## src/rtl/cache_fill_fsm.sv

```systemverilog
// cache_fill_fsm: fetches a missing 8-word block from memory, steers each word into the data array, then commits the tag.
// CRITICAL_WORD_FIRST_EN starts the fill at the missing word, wraps within the block and adds critical_valid.
module cache_fill_fsm #(
  parameter int ADDR_W = 16,
  parameter int DATA_W = 16,
  parameter int IDX_W = 3
) (
  input  logic                  clk,
  input  logic                  rst,
  input  logic                  miss_detected,
  input  logic [ADDR_W-1:0]     miss_address,
  input  logic                  memory_data_valid,
  input  logic [DATA_W-1:0]     memory_data_in,
  output logic                  fsm_busy,
  output logic                  memory_req,
  output logic [ADDR_W-1:0]     memory_address,
  output logic                  write_data_array,
  output logic [2**IDX_W-1:0]   word_enable,
  output logic [DATA_W-1:0]     data_out,
  output logic                  write_tag_array
`ifdef CRITICAL_WORD_FIRST_EN
  ,
  output logic                  critical_valid
`endif
);
  localparam int BASE_W = ADDR_W - IDX_W - 1;
  localparam int WORDS = 2**IDX_W;
  localparam logic [WORDS-1:0] ONE = 1;
  typedef enum logic [1:0] {IDLE, FILL, WRITE_TAG} state_t;
  state_t state_q, state_d;
  logic [BASE_W-1:0] base_q, base_d;
  logic [IDX_W-1:0] offset_q, offset_d;
  logic [IDX_W:0] req_cnt_q, req_cnt_d, rcv_cnt_q, rcv_cnt_d;
  logic [IDX_W-1:0] widx_req, widx_rcv;
  logic unused_ok;
  assign unused_ok = ^{miss_address[0], offset_q};
`ifdef CRITICAL_WORD_FIRST_EN
  assign widx_req = offset_q + req_cnt_q[IDX_W-1:0];
  assign widx_rcv = offset_q + rcv_cnt_q[IDX_W-1:0];
  assign critical_valid = write_data_array && rcv_cnt_q == '0;
`else
  assign widx_req = req_cnt_q[IDX_W-1:0];
  assign widx_rcv = rcv_cnt_q[IDX_W-1:0];
`endif
  // Counter MSB set means all words of the block have been requested/received.
  always_comb begin
    fsm_busy = state_q != IDLE;
    memory_req = state_q == FILL && !req_cnt_q[IDX_W];
    memory_address = memory_req ? {base_q, widx_req, 1'b0} : '0;
    write_data_array = state_q == FILL && memory_data_valid && !rcv_cnt_q[IDX_W];
    word_enable = write_data_array ? ONE << widx_rcv : '0;
    data_out = memory_data_in;
    write_tag_array = state_q == WRITE_TAG;
    state_d = state_q;
    base_d = base_q;
    offset_d = offset_q;
    req_cnt_d = memory_req ? req_cnt_q + 1'b1 : req_cnt_q;
    rcv_cnt_d = write_data_array ? rcv_cnt_q + 1'b1 : rcv_cnt_q;
    if (state_q == IDLE && miss_detected) begin
      state_d = FILL;
      base_d = miss_address[ADDR_W-1:IDX_W+1];
      offset_d = miss_address[IDX_W:1];
      req_cnt_d = '0;
      rcv_cnt_d = '0;
    end
    if (state_q == FILL && rcv_cnt_d[IDX_W]) state_d = WRITE_TAG;
    if (state_q == WRITE_TAG) state_d = IDLE;
  end
  always_ff @(posedge clk) begin
    if (!rst) begin
      state_q <= IDLE;
      base_q <= '0;
      offset_q <= '0;
      req_cnt_q <= '0;
      rcv_cnt_q <= '0;
    end else begin
      state_q <= state_d;
      base_q <= base_d;
      offset_q <= offset_d;
      req_cnt_q <= req_cnt_d;
      rcv_cnt_q <= rcv_cnt_d;
    end
  end
endmodule

```

## config.mk

```make
export PLATFORM = sky130hd
export DESIGN_NAME = cache_fill_fsm
export DESIGN_NICKNAME = d
export VERILOG_FILES = /design/src/rtl/cache_fill_fsm.sv
export SDC_FILE = /design/constraint.sdc
export NUM_CORES = 1
export LEC_CHECK = 0
export BUFFER_PORTS_ARGS = -buffer_cell sky130_fd_sc_hd__buf_2
export CORE_MARGIN = 2
export CORE_UTILIZATION = 42
export CTS_CLUSTER_DIAMETER = 100
export DETAILED_ROUTE_END_ITERATION = 7
export GPL_ROUTABILITY_DRIVEN = 0
export GPL_TIMING_DRIVEN = 0
export PLACE_DENSITY = 0.8
export SLEW_MARGIN = 20
export SYNTH_ARGS = -nofsm -noshare
export SYNTH_HDL_FRONTEND = slang
export SYNTH_SLANG_ARGS = --single-unit
```

## constraint.sdc

```tcl
create_clock -name clk -period 1.81 [get_ports clk]
set_input_delay 0.181 -clock clk [delete_from_list [all_inputs] [get_ports clk]]
set_output_delay 0.181 -clock clk [all_outputs]
set_load 0.01 [all_outputs]
```

==> flow_summary_export.csv, run 1 <==
group,metric,value,unit
status,status,"finished clean",
routing,drc_errors,0,
floorplanning,core.rowCount,20,
timing,clock.fmax,0.5874,GHz
cts,clk_path_buf_depth,2,
job,maxCapViolCount,0,
placed_design,port_buffers,58,
floorplanning,die_w,59.42,um
critical_path,crit-reg2reg-capture,"rcv_cnt_q[2]",
floorplanning,core_area,0.002978,mm^2
synthesis,synth.distinct_cells,30,
global_routing,antenna_found_initial,0,
routing,top_layer,"met4",
synthesis,ys_warn_count,0,
critical_path,reg2reg_slack,0.42,ns
final_layout,n_fill_cell,275,
synthesis,yosysTopAreaCell,"dfxtp_1",
routing,wl,2.543,mm
synthesis,synth-main-ff-cell,"dfxtp_1",
synthesis,synth-simple-area-share,28.03,%
critical_path,crit_slowest_cell,"dfxtp_1",
routing,wl_met3,254,um
routing,drt_iter0_drc,27,
final_layout,n_antenna_cell,0,
routing,first_pass_iters,4,
synthesis,yosys.area.top_type_share,34.14,%
routing,final_antenna_net_count,0,
synthesis,ys_ff_latch,22,
synthesis,syn_nets,192,
floorplanning,dieArea,0.003531,mm^2
critical_path,worst-path-stages,5,
synthesis,ys_async_sr_fraction,0,%
final_layout,areaGrowthSynthToFinish,31.72,%
final_layout,layout.nets,258,
timing,finalClockSkew,0.001867,ns
synthesis,synth.area.mux_share,1.552,%
critical_path,cp.arrival,1.52,ns
synthesis,synth-adder-area-share,6.790,%
timing,rsz0062_at_grt,"true",
cts,cts_tree,"yes",
critical_path,worstPathRequired,1.63,ns
synthesis,synth_top_family_by_area,"simple AND/OR/NAND/NOR gates",
global_routing,grt_pass1_vias,955,
final_layout,drive_above_1_share,44.39,%
synthesis,synth_compound_area_share,11.74,%
synthesis,syn_area_per_cell,8.658,um^2
final_layout,multiInputGateArea,650.6,um^2
critical_path,worst_setup_path_end_kind,"output pin",
synthesis,synth_area,0.001290,mm^2
power_and_ir_drop,ir_worst_vdd,0.0003060,V
synthesis,synth_area_leaders,"dfxtp_1 34%, buf_4 11%, and2_1 8.2%",
floorplanning,die_h,59.42,um
critical_path,critical_path_buf_inv_count,3,
critical_path,slowest_delay,0.33,ns
min_path,hp-class,"in2reg",
cts,cts_sinks,22,
timing,drv_slew,0,
placed_design,hpwl,1.995,mm
synthesis,synth_edf_count,0,
synthesis,ys_seq_area_share,34.14,%
critical_path,critical_path_class,"reg2out",
global_routing,grt_max_degree,14,
cts,clk_pin_slew_worst_paths,0.13,ns
global_routing,grt_first_pass_wirelength,4.140,mm
critical_path,cp_cell_sequence,"clkbuf_4 > and4bb_2 > buf_4 > and3_1 > buf_2",
critical_path,reg2reg_from,"state_q[0]",
routing,wl_met2,1.065,mm
routing,num_vias,1139,
critical_path,cp-endpoint,"word_enable[4]",
cts,htree_levels,1,
power_and_ir_drop,p_leak,0.9000,nW
critical_path,r2r_cells,5,
power_and_ir_drop,powerDensity,648.0,mW/mm^2
floorplanning,start_util,43.32,%
cts,worstSkewPairLatency,0.30,ns
cts,root_buffer,"clkbuf_4",
critical_path,critPathLaunch,"state_q[0]",
timing,hold_viol_final,0,
critical_path,setup.worst_path.start_class,"flop",
floorplanning,io-pin-count,80,
cts,cts_made_buffers,3,
timing,fin_hold_ws,0.09731,ns
routing,wl_per_cell,10.30,um
timing,fin_crit_sh,94.05,%
timing,finalCriticalPeriod,1.702,ns
routing,met1_length,1.216,mm
final_layout,regArea,440.4,um^2
power_and_ir_drop,power,1.101,mW
synthesis,syn_inst,149,
critical_path,cp_max_fo,10,
global_routing,overflow,0,
timing,setup_violations,0,
timing,tns,0,ns
synthesis,synthXorXnorAreaFrac,2.037,%
min_path,hp-start,"miss_address[9]",
routing,drt-vias-per-instance,4.611,
critical_path,cp_top_family,"buffers and inverters",
global_routing,track_usage,14.94,%
[worst min-delay path, stage by stage]
cell,delay [ns]
buf_2,0.10
nand2_1,0.04
a21boi_1,0.05
[worst min path at each step]
stage                            to  depth (start not counted)
after floorplan           base_q[0]                          2
after detailed placement  base_q[5]                          3
after global placement    base_q[2]                          3
after global routing      base_q[0]                          3
after CTS                 base_q[5]                          3
final                     base_q[5]                          3
[metal layers]
layer  track usage [%]  vias to the layer above
met1             19.60                      488
li1                  -                      595
met2             24.33                       54
met4             3.896                        0
met5                 0                        -
met3             3.712                        2
[state kept, by name (all words and copies together) (netlist names)]
register,cells
req_cnt_q,4
rcv_cnt_q,4
state_q,2
base_q,12
[layout by cell type, fill, tap and decap left out, types with 2 or more instances in the layout]
cell type / synthesis / final
a21oi_1: 2 / 2
buf_6: 2 / 2
a21boi_0: 3 / 3
mux2i_1: 2 / 2
and2_1: 17 / 17
a21boi_1: 9 / 9
buf_2: 3 / 60
a41oi_1: 2 / 2
xnor2_1: 3 / 3
ha_1: 7 / 7
nor2_1: 8 / 8
and3_1: 6 / 6
clkbuf_4: 0 / 4
nand2_1: 25 / 25
inv_1: 4 / 4
and4bb_2: 2 / 2
dfxtp_1: 22 / 22
buf_4: 19 / 22
[stage by stage]
stage                     worst slack (ns)  instances  util [%]  cell area [um^2]
after floorplan                     0.4756        149         -              1290
after global placement              0.2872        240     54.45              1622
after detailed placement            0.2520        240     54.45              1622
after CTS                          0.01837        246     56.72              1689
after global routing             0.0002656        247     57.06              1699
final                               0.1076        247     57.06              1699
[power breakdown]
group / internal [mW] / switching (mW) / total (mW) / leakage [nW]
combinational: 0.110 / 0.0965 / 0.206 / 0.692
sequential: 0.506 / 0.0127 / 0.519 / 0.180
clock: 0.224 / 0.152 / 0.376 / 0.0279
[logic make-up after synthesis]
family | Yosys count
AOI/OAI and AO/OA | 20
xor gates and xnor gates | 3
other | 1
muxes | 2
DFF | 22
adders and majority gates | 7
buffers and inverters | 29
and+or+nand+nor | 65
[cell type report]
type                    count  share of cell area (%)
inverters                   4                  0.8837
multi-input cells          98                   38.29
repair buffers             61                   18.41
clock buffers               3                   1.325
plain buffers              25                   10.97
clock inverters             1                   1.767
well taps                  33                   2.430
flip-flops and latches     22                   25.92
[synthesized netlist by cell type (2+ instances only)]
master and n:
nand2_1 25, dfxtp_1 22, buf_4 19, and2_1 17, a21boi_1 9, nor2_1 8, ha_1 7, and3_1 6
inv_1 4, a21boi_0 3, buf_2 3, xnor2_1 3, a21oi_1 2, a41oi_1 2, and4bb_2 2, buf_6 2
mux2i_1 2
[timing repair]
| item | 4_1_cts | 5_1_grt |
|---|---|---|
| pin swaps | 0 | 1 |
| setup buffers | 2 | 1 |
| resized for setup | 0 | 1 |
| setup endpoints to repair | 9 | 20 |
| hold buffers | 0 | 0 |
(Power assumes the default switching activity.)
==> inputs of run 2 (changes only) <==
BUFFER_PORTS_ARGS = -buffer_cell sky130_fd_sc_hd__clkbuf_2   (was -buffer_cell sky130_fd_sc_hd__buf_2)
==> run 2 against run 1 <==
  * Global-route usage down 1.4 points
  * Routed wire length fell by 3.3%
  * Final area is 0.74% lower
  * First-iteration DRC count is 26% higher
  * Non-clock buffer count stayed put
  * Sequential cell count stayed put
  * Die area stayed put
  * Core utilization shrank 0.42 points
  * Power fell by 10%
  * Critical path depth unchanged
  * Clock power is 30% lower
==> flow_summary_export.csv, run 2 (synthesized netlist as in run 1, its figures left out) <==
group,metric,value,unit
status,status,"finished clean",
critical_path,crit-reg2reg-capture,"req_cnt_q[2]",
routing,wl,2.460,mm
global_routing,overflow,0,
routing,drt_iter0_drc,34,
critical_path,cp_max_fo,10,
cts,worstSkewPairLatency,0.30,ns
routing,num_vias,1116,
global_routing,track_usage,13.58,%
timing,hold_viol_final,0,
final_layout,drive_above_1_share,44.39,%
timing,setup_violations,0,
global_routing,grt_pass1_vias,850,
timing,tns,0,ns
critical_path,reg2reg_from,"state_q[0]",
final_layout,layout.nets,258,
critical_path,worstPathRequired,1.63,ns
critical_path,crit_slowest_cell,"dfxtp_1",
critical_path,cp-endpoint,"word_enable[5]",
placed_design,port_buffers,58,
final_layout,reg.largest.list,"base_q x12, rcv_cnt_q x4, req_cnt_q x4",
final_layout,areaGrowthSynthToFinish,30.75,%
min_path,hp-class,"in2reg",
placed_design,dpl_cell_area,0.001622,mm^2
floorplanning,core_area,0.002978,mm^2
routing,first_pass_iters,4,
critical_path,r2r_cells,5,
global_routing,grt_first_pass_wirelength,3.732,mm
cts,root_buffer,"clkbuf_4",
cts,cts_sinks,22,
cts,hold_buffers,0,
job,maxCapViolCount,0,
power_and_ir_drop,ir_worst_vdd,0.0002024,V
critical_path,slowest_delay,0.32,ns
final_layout,n_fill_cell,275,
timing,clock.fmax,0.5884,GHz
floorplanning,die_w,59.42,um
routing,wl_per_cell,9.960,um
timing,fin_crit_sh,93.90,%
final_layout,final_common_cell,"clkbuf_2",
routing,final_antenna_net_count,0,
final_layout,regMostFlops,"base_q",
final_layout,layout_common_cells,"58 x clkbuf_2, 25 x nand2_1, 22 x dfxtp_1",
cts,clk_path_buf_depth,2,
routing,drt-vias-per-instance,4.518,
placed_design,hpwl,1.905,mm
timing,rsz0062_at_grt,"false",
cts,cts_tree,"yes",
power_and_ir_drop,powerDensity,586.6,mW/mm^2
critical_path,critPathLaunch,"state_q[0]",
critical_path,setup.worst_path.start_class,"flop",
global_routing,antenna_found_initial,0,
floorplanning,dieArea,0.003531,mm^2
floorplanning,core.rowCount,20,
cts,clk_pin_slew_worst_paths,0.11,ns
critical_path,cp.arrival,1.52,ns
final_layout,n_antenna_cell,0,
timing,drv_slew,0,
global_routing,grt_max_degree,13,
cts,cts_made_buffers,3,
power_and_ir_drop,p_leak,0.8779,nW
critical_path,worst_setup_path_end_kind,"output pin",
timing,finalClockSkew,0.0002583,ns
cts,htree_levels,1,
floorplanning,start_util,43.32,%
critical_path,reg2reg_slack,0.41,ns
critical_path,critical_path_class,"reg2out",
critical_path,cp_cell_sequence,"clkbuf_4 > and4bb_2 > buf_6 > and3_1 > clkbuf_2",
routing,drc_errors,0,
floorplanning,die_h,59.42,um
floorplanning,io-pin-count,80,
final_layout,final_cell_area,0.001687,mm^2
timing,finalCriticalPeriod,1.700,ns
final_layout,largest_register_ffs,12,
critical_path,worst-path-stages,5,
power_and_ir_drop,power,989.4,uW
critical_path,cp_top_family,"buffers and inverters",
critical_path,critical_path_buf_inv_count,3,
-- run 2: worst min-delay path by stage --
stage / startpoint / to / cells past startpoint
6_report: miss_address[13] / base_q[9] / 3
5_1_grt: miss_address[13] / base_q[9] / 3
4_1_cts: miss_address[13] / base_q[9] / 3
3_5_place_dp: miss_address[13] / base_q[9] / 3
3_3_place_gp: miss_address[13] / base_q[9] / 3
2_1_floorplan: miss_address[4] / base_q[0] / 2
-- run 2: cell type report --
cell class                 count  area [um^2]  area share, %
multi-input combinational     98        650.6          38.58
timing repair buffer          61        312.8          18.55
clock buffer                   4        36.28          2.151
inverter                       4        15.01         0.8902
buffer                        25        190.2          11.28
tap                           33        41.29          2.448
sequential                    22        440.4          26.11
-- run 2: what timing repair did --
action | 4_1_cts | 5_1_grt
endpoints found under the hold margin | 0 | 0
buffers inserted | 2 | 1
setup endpoints to repair | 9 | 7
pin swaps | 0 | 1
gates resized for setup | 0 | 2
-- run 2: report_power, final --
| group | switching (mW) | total (mW) | internal [mW] | leakage [nW] |
|---|---|---|---|---|
| logic | 0.0984 | 0.209 | 0.111 | 0.677 |
| registers | 0.0128 | 0.519 | 0.506 | 0.180 |
| clock network | 0.139 | 0.262 | 0.123 | 0.0210 |
| total | 0.250 | 0.989 | 0.739 | 0.878 |
-- run 2: metal layers --
layer,part of all wire (%),up-vias,wire [um],global-route usage [%]
li1,-,598,-,-
met4,0.45,0,11,4.870
met2,38,57,937,19.15
met3,11,2,264,3.493
met5,0,-,0,0
met1,51,459,1246,19.71
-- run 2: worst min-delay path, delay by kind of cell --
kind	cells	cell delay [ns]
compound gates	1	0.05
buf+inv	1	0.08
simple gates	1	0.04
-- run 2: metrics by stage --
| stage | cells | hold slack, ns | setup WS [ns] | util (%) |
|---|---|---|---|---|
| CTS | 246 | 0.07348 | 0.03015 | 56.18 |
| floorplan | 149 | 0.3158 | 0.4756 | - |
| global route | 247 | 0.06545 | 0.01436 | 56.64 |
| detailed placement | 240 | 0.4088 | 0.2451 | 54.45 |
| finish | 247 | 0.08744 | 0.1104 | 56.64 |
| global placement | 240 | 0.4102 | 0.2780 | 54.45 |
==> inputs of run 3 (changes only) <==
CELL_PAD_IN_SITES_DETAIL_PLACEMENT = 0   (was unset)
CELL_PAD_IN_SITES_GLOBAL_PLACEMENT = 2   (was unset)
CORE_UTILIZATION = 22   (was 42)
PLACE_DENSITY = 0.79   (was 0.8)
==> run 3 against run 2 <==
  * Critical path depth did not move
  * Fmax rose by 0.25%
  * Hold slack improved by 0.047 ns
  * Routed wire length rose by 18%
  * Sequential share of layout area fell by 0.53 points
  * Combinational power barely moved
  * Cell count rose by 15%
  * Clock power rose by 15%
  * Core utilization fell by 26 points
  * Critical path type unchanged
  * Critical endpoint is now word_enable[4]
==> flow_summary_export.csv, run 3 (synthesized netlist as in run 1, its figures left out) <==
group,metric,value,unit
cts,clk_pin_slew_worst_paths,0.08,ns
floorplanning,dieArea,0.006492,mm^2
final_layout,regMostFlops,"base_q",
cts,cts_tree,"yes",
floorplanning,core_area,0.005574,mm^2
timing,tns,0,ns
placed_design,port_buffers,58,
floorplanning,die_w,80.58,um
min_path,hp-start,"miss_address[7]",
min_path,hp-class,"in2reg",
power_and_ir_drop,ir_worst_vdd,0.0003593,V
global_routing,antenna_found_initial,0,
floorplanning,io-pin-count,80,
cts,cts_sinks,22,
timing,finalCriticalPeriod,1.695,ns
critical_path,reg2reg_slack,0.42,ns
global_routing,grt_max_degree,12,
routing,drt_iter0_drc,24,
global_routing,track_usage,8.468,%
placed_design,hpwl,2.223,mm
floorplanning,core.rowCount,27,
critical_path,worst_setup_path_end_kind,"output pin",
critical_path,critical_path_buf_inv_count,3,
routing,drt-vias-per-instance,4.078,
critical_path,cp_top_family,"buffers and inverters",
critical_path,setup.worst_path.start_class,"flop",
final_layout,n_antenna_cell,0,
min_path,worstHoldEndpoint,"base_q[3]",
critical_path,slowest_delay,0.31,ns
final_layout,final_common_cell,"clkbuf_2",
critical_path,worstPathRequired,1.63,ns
status,status,"finished clean",
final_layout,multiInputGateArea,650.6,um^2
timing,clock.fmax,0.5898,GHz
cts,root_buffer,"clkbuf_8",
timing,setup_violations,0,
final_layout,drive_above_1_share,43.60,%
routing,wl,2.907,mm
job,maxCapViolCount,0,
final_layout,areaGrowthSynthToFinish,33.46,%
timing,fin_hold_ws,0.1345,ns
floorplanning,start_util,23.14,%
critical_path,crit-reg2reg-capture,"rcv_cnt_q[2]",
critical_path,crit_slowest_cell,"dfxtp_1",
final_layout,regArea,440.4,um^2
final_layout,layout_common_cells,"58 x clkbuf_2, 25 x nand2_1, 22 x dfxtp_1",
critical_path,critical_path_class,"reg2out",
cts,worstSkewPairLatency,0.26,ns
global_routing,grt_first_pass_wirelength,4.236,mm
floorplanning,die_h,80.58,um
routing,final_antenna_net_count,0,
final_layout,largest_register_ffs,12,
power_and_ir_drop,powerDensity,595.2,mW/mm^2
critical_path,cp.arrival,1.51,ns
timing,drv_slew,0,
timing,hold_viol_final,0,
global_routing,overflow,0,
critical_path,cp_max_fo,10,
timing,finalClockSkew,0.003927,ns
critical_path,reg2reg_from,"state_q[0]",
final_layout,reg.largest.list,"base_q x12, rcv_cnt_q x4, req_cnt_q x4",
cts,htree_levels,1,
cts,cts_made_buffers,3,
routing,drc_errors,0,
final_layout,layout.nets,256,
routing,num_vias,1154,
global_routing,grt_pass1_vias,929,
final_layout,n_fill_cell,619,
cts,hold_buffers,0,
routing,wl_per_cell,10.27,um
power_and_ir_drop,p_leak,0.8672,nW
min_path,min_delay_path_depth,3,
routing,first_pass_iters,4,
timing,rsz0062_at_grt,"false",
cts,clk_path_buf_depth,2,
critical_path,cp_cell_sequence,"clkbuf_4 > and4bb_2 > buf_4 > and3_1 > clkbuf_2",
critical_path,r2r_cells,5,
timing,fin_crit_sh,93.67,%
power_and_ir_drop,power,1.025,mW
-- run 3: area by class of cell --
type	instances	share of cell area [%]
Inverter	4	0.8721
Sequential cell	22	25.58
Tap cell	72	5.233
Timing Repair Buffer	59	17.30
Multi-Input combinational cell	98	37.79
Clock buffer	3	2.398
Buffer	25	10.83
-- run 3: stage by stage --
step           utilization, %  worst slack [ns]  std cells  area [um^2]
3_5_place_dp            29.97            0.1633        279         1670
2_1_floorplan               -            0.4756        149         1290
3_3_place_gp            29.97            0.1517        279         1670
6_report                30.89            0.1146        283         1722
4_1_cts                 30.84           0.08041        283         1719
5_1_grt                 30.89           0.02630        283         1722
-- run 3: how the worst max path moves through the flow --
| stage | startpoint | endpoint | slack (ns) | cells past startpoint |
|---|---|---|---|---|
| finish | state_q[0] | word_enable[4] | 0.11 | 5 |
| global route | state_q[0] | word_enable[4] | 0.03 | 5 |
| global placement | state_q[0] | memory_address[13] | 0.15 | 5 |
| CTS | state_q[0] | word_enable[5] | 0.08 | 5 |
| floorplan | state_q[0] | memory_address[10] | 0.48 | 4 |
| detailed placement | state_q[0] | memory_address[13] | 0.16 | 5 |
-- run 3: tightest hold or removal path, delay by kind of cell --
kind / cells / cell delay (ns)
buffers and inverters: 1 / 0.08
and+or+nand+nor: 1 / 0.04
AOI/OAI and AO/OA: 1 / 0.05
-- run 3: routing by layer --
layer | track usage, % | routed length (um) | vias to the layer above
met4 | 1.525 | 16 | 0
li1 | - | - | 589
met1 | 10.18 | 1303 | 520
met2 | 14.42 | 1351 | 43
met5 | 0 | 0 | -
met3 | 3.258 | 236 | 2
-- run 3: what timing repair did --
item	4_1_cts	5_1_grt
hold endpoints to repair	0	0
gates resized for setup	0	1
endpoints found under the setup margin	10	1
setup buffers	1	0
-- run 3: report_power, final --
group	internal (mW)	switching, mW
Combinational	0.106	0.100
Sequential	0.506	0.0125
Clock	0.148	0.152
